**src/rtl/rng_harvest_128.sv**
```systemverilog
// Consumer side of the 128-bit RNG generator. It warms the generator up, samples a word,
// applies a repetition/stuck health test and hands passing words out over valid/ready.
module rng_harvest_128 #(
    parameter int WARMUP_CYCLES = 16,
    parameter int REP_LIMIT     = 3
) (
    input  logic         clk,
    input  logic         rst,
    input  logic [127:0] rng_data,
    output logic         rng_enable,
    input  logic         req,
    output logic         out_valid,
    input  logic         out_ready,
    output logic [127:0] out_data,
    output logic         busy,
    output logic         health_fail
);

    localparam int WARM_W = $clog2(WARMUP_CYCLES + 1);
    localparam int REP_W  = $clog2(REP_LIMIT + 1);

    localparam logic [2:0] S_IDLE   = 3'd0;
    localparam logic [2:0] S_WARMUP = 3'd1;
    localparam logic [2:0] S_SAMPLE = 3'd2;
    localparam logic [2:0] S_CHECK  = 3'd3;
    localparam logic [2:0] S_HOLD   = 3'd4;
    localparam logic [2:0] S_FAIL   = 3'd5;

    logic [2:0]        state;
    logic [WARM_W-1:0] warm_cnt;
    logic [REP_W-1:0]  rep_cnt;
    logic [REP_W-1:0]  rep_next;
    logic [127:0]      sample_reg;
    logic [127:0]      prev_word;
    logic              prev_valid;
    logic              reject;

    // A word is rejected if it repeats the last accepted word or is stuck all-0/all-1.
    always_comb begin
        rep_next = rep_cnt + REP_W'(1);
        reject   = (prev_valid && (sample_reg == prev_word)) ||
                   (sample_reg == '0) || (&sample_reg);
    end

    // NOTE: sequential state uses non-blocking assignments only, so every flop sees
    // the pre-edge values of its neighbours regardless of statement order.
    always_ff @(posedge clk) begin
        if (rst) begin
            state      <= S_IDLE;
            warm_cnt   <= '0;
            rep_cnt    <= '0;
            prev_valid <= 1'b0;
            prev_word  <= '0;
            out_data   <= '0;
        end else begin
            case (state)
                S_IDLE: begin
                    if (req) begin
                        state    <= S_WARMUP;
                        warm_cnt <= '0;
                    end
                end
                // Counts 0..WARMUP_CYCLES, giving the W+3 edge req-to-valid latency.
                S_WARMUP: begin
                    if (warm_cnt == WARM_W'(WARMUP_CYCLES)) state <= S_SAMPLE;
                    else                                    warm_cnt <= warm_cnt + WARM_W'(1);
                end
                S_SAMPLE: state <= S_CHECK;
                S_CHECK: begin
                    if (reject) begin
                        rep_cnt <= rep_next;
                        state   <= (rep_next == REP_W'(REP_LIMIT)) ? S_FAIL : S_SAMPLE;
                    end else begin
                        rep_cnt    <= '0;
                        prev_word  <= sample_reg;
                        prev_valid <= 1'b1;
                        out_data   <= sample_reg;
                        state      <= S_HOLD;
                    end
                end
                S_HOLD: begin
                    if (out_ready) state <= S_IDLE;
                end
                S_FAIL:  state <= S_FAIL;
                default: state <= S_IDLE;
            endcase
        end
    end

    // NOTE: sample_reg carries no reset; SAMPLE always loads it before CHECK reads it.
    always_ff @(posedge clk) begin
        if (state == S_SAMPLE) sample_reg <= rng_data;
    end

    assign rng_enable  = (state == S_WARMUP) || (state == S_SAMPLE) || (state == S_CHECK);
    assign out_valid   = (state == S_HOLD);
    assign busy        = rng_enable || out_valid;
    assign health_fail = (state == S_FAIL);

endmodule
```
**config.mk**
```make
export PLATFORM = sky130hd
export DESIGN_NAME = rng_harvest_128
export DESIGN_NICKNAME = d
export VERILOG_FILES = /design/src/rtl/rng_harvest_128.sv
export SDC_FILE = /design/constraint.sdc
export NUM_CORES = 1
export LEC_CHECK = 0
export ABC_AREA = 1
export BUFFER_PORTS_ARGS = -buffer_cell sky130_fd_sc_hd__buf_2
export CORE_AREA = 5 5 207 209
export CTS_CLUSTER_DIAMETER = 60
export DETAILED_ROUTE_END_ITERATION = 8
export DIE_AREA = 0 0 212 214
export PLACE_DENSITY = 0.52
export SYNTH_ARGS = -nofsm -noshare
export SYNTH_HDL_FRONTEND = slang
export SYNTH_SLANG_ARGS = --single-unit
```
**constraint.sdc**
```tcl
create_clock -name clk -period 11.2 [get_ports clk]
set_input_delay 0 -clock clk [delete_from_list [all_inputs] [get_ports clk]]
set_output_delay 0 -clock clk [all_outputs]
set_load 0.01 [all_outputs]
```
==> results.toml <==
[power]
p_per_area_nw_per_um2 = 180.5
pwr-share-clk_pct = 39.9
seqPwrFrac_pct = 43.3
irDropWorstVdd_v = 0.0001024
p_sw_share_pct = 29.53
switchingPower_w = 0.0008723
internal-power_w = 0.002081
p_leak_nw = 6.701
power_frac_comb_pct = 16.8

[detailed_routing]
wirelength_mm = 37.21
dr.pass1.iters = 5
dr_total_vias = 10460
drtAntennaViolNets = 0
post-route-drc-count = 0
wl_per_cell_um = 15.75
drtIter0Drc = 586
viasPerCell = 4.430

[setup_path]
crit_top_cell = "nand2_1"
r2r_cells = 14
cpPeakStageDelay_ps = 690
arrival_ps = 3430
crit_fanout = 213
timing.rr.end = "prev_word[60]"
worst_path_dominant_cell_family = "simple AND/OR/NAND/NOR gates"
worstPathRequired_ps = 11650
crit_chain = "nand2_1 -> nand2_1 -> inv_1 -> nand2_1 -> nor2_1 -> nand2_1 -> nor2_1 -> nand2_1 -> nor2_1 -> nand3_2 -> nand3_4 -> buf_12 -> nand2_1 -> a21oi_2"
crit_path_top_delay_cell = "buf_12"
rrSetupSlack_ps = 8220
path_buf_inv = 2
cp-end-kind = "register"
startpoint_type = "register"
path_class = "reg -> reg"
reg2reg_from = "sample_reg[79]"
path_depth = 14

[die]
num_rows = 74
die_y_um = 214
core_area_um2 = 40650
num_io_pins = 264
die_w_um = 212
dieArea_um2 = 45370
start_util_pct = 29.73

[synth]
ys_warn_count = 0
synth.ff_latch_count = 267
synth.cell_area_um2 = 12080
synthTopCellsByArea = "edfxtp_1 (32%), dfxtp_1 (23%), nand2_1 (11%)"
synth_top_area_cell = "edfxtp_1"
synth_edf_count = 128
synth_nets = 1539
syn-mean-instance-area_um2 = 8.606
syn_inst = 1404
ys_async_sr_fraction_pct = 0
synthTopCellsByCount = "nand2_1 (364), inv_1 (192), dfxtp_1 (139)"
ys_seq_area_share_pct = 54.84
yosys_most_used_dff = "dfxtp_1"
yosysUniqueCellTypes = 34
synth_top_area_share_pct = 31.81
synth.most_common_cell = "nand2_1"

[timing]
period_needed_ps = 2978
relSlewSlack_pct = 24.41
min_period_over_period_pct = 26.59
setup_viol = 0
tightest_slew_ps = 1134
rsz0062_at_grt = "false"
setup_slack_ps = 8222
skew_ps = 22.05
tns_ps = 0
hold_viol = 0
fmax_mhz = 335.8
finalMaxSlewViolations = 0

[cts]
htreeDepth = 2
cts_buffer_depth = 3
path_clk_slew_ps = 60
clock-root-buffer = "clkbuf_16"
cts_buffers = 37
clock_latency_ps = 540
clkSinkCount = 267
cts_tree = "done"

[place]
dp_hpwl_mm = 25.55
place.gp.congestion = 0.8087
dp_slack_ps = 8151
io_buffers = 263
place_inst = 2162

[worst_hold_path]
hold_depth = 3
worstHoldStart = "rst"
hold_class = "in -> reg"
min_delay_worst_endpoint = "prev_word[21]"

[global_routing]
grt_max_degree = 214
grt_antenna_before_repair = 5
grt_pass1_vias = 10450
grt_usage_pct = 16.06
grt_pass1_wl_mm = 57.98
grt.overflow.total = 0

[final_layout]
area_delta_synth_final_pct = 35.43
nFillCells = 4051
finish.net_count = 1934
drive_gt1_share_pct = 23.25
finalNonFillerCells = 2362

[status]
outcome = "completed"

[flow_run]
max_cap_viol_count = 0
==> tightest hold or removal path: cells and delay by family <==
family	cells	cell delay, ps
compound gates	1	190
buf+inv	2	450
==> logic make-up (layout without fill, tap and decap cells) <==
| logic type | after synthesis | in the layout | share of synthesized area [%] |
|---|---|---|---|
| flops | 267 | 267 | 54.84 |
| fa+ha+maj | 3 | 3 | 0.3107 |
| xor+xnor | 40 | 40 | 2.899 |
| simple gates | 606 | 606 | 21.04 |
| compound gates | 239 | 239 | 12.07 |
| other cells | 0 | 2 | 0 |
| buf+inv | 249 | 673 | 8.833 |
==> layout make-up <==
type | count | area, um2 | area share (%)
multi-input combinational | 888 | 4394 | 26.85
clock inverter | 20 | 197.7 | 1.208
antenna | 2 | 5.005 | 0.03059
sequential | 267 | 6626 | 40.50
clock buffer | 48 | 1030 | 6.293
inverter | 207 | 777.0 | 4.748
timing repair buffer | 398 | 2668 | 16.30
tap | 532 | 665.6 | 4.068
==> layer usage <==
layer	up-vias	share of wire [%]	wire length (um)	GRT usage, %
li1	5346	-	-	-
met1	4820	44	16330	20.53
met2	223	48	17750	26.91
met3	68	5.4	2021	3.350
met4	6	2.9	1072	5.583
met5	-	0.091	34	0
==> timing repair <==
action	in CTS	in global routing
endpoints found under the hold margin	133	0
setup buffers	0	0
setup endpoints to repair	0	0
gates resized for setup	0	0
hold buffers	130	0
==> cell usage in the layout, fill, tap and decap left out, types with 9 or more instances in the layout <==
cell type,n
clkbuf_16,39
nand3_1,17
nand4_1,60
buf_2,263
dlygate4sd3_1,130
nand2_2,18
inv_1,191
inv_2,10
dfxtp_1,139
a21oi_1,66
edfxtp_1,128
nor2_1,130
xnor2_1,32
o21ai_1,42
clkinv_1,9
a21oi_2,67
o21ai_0,58
nand2_1,364
==> power by group through the flow <==
stage          registers, W  clock network, W  logic, W
3_3_place_gp        0.00130                 0  0.000460
5_1_grt             0.00130           0.00126  0.000563
2_1_floorplan       0.00131                 0  0.000302
4_1_cts             0.00128           0.00122  0.000505
3_5_place_dp        0.00130                 0  0.000467
6_report            0.00128           0.00118  0.000496
==> worst max-delay path by stage <==
stage / from / to / slack (ps)
2_1_floorplan: state[2] / sample_reg[0] / 1290
3_3_place_gp: sample_reg[85] / prev_word[40] / 8160
3_5_place_dp: sample_reg[85] / prev_word[42] / 8150
4_1_cts: sample_reg[85] / prev_word[42] / 8140
5_1_grt: sample_reg[74] / prev_word[60] / 7850
6_report: sample_reg[79] / prev_word[60] / 8220
==> stage by stage <==
stage	instance area, um2	hold slack [ps]	power, W	utilization [%]
2_1_floorplan	12080	98.87	0.001612	-
3_3_place_gp	13830	176.7	0.001757	34.02
3_5_place_dp	13830	178.1	0.001765	34.02
4_1_cts	16360	115.2	0.003005	40.25
5_1_grt	16360	141.5	0.003119	40.25
6_report	16360	166.1	0.002954	40.26
Power figures use the tool's default switching activity.
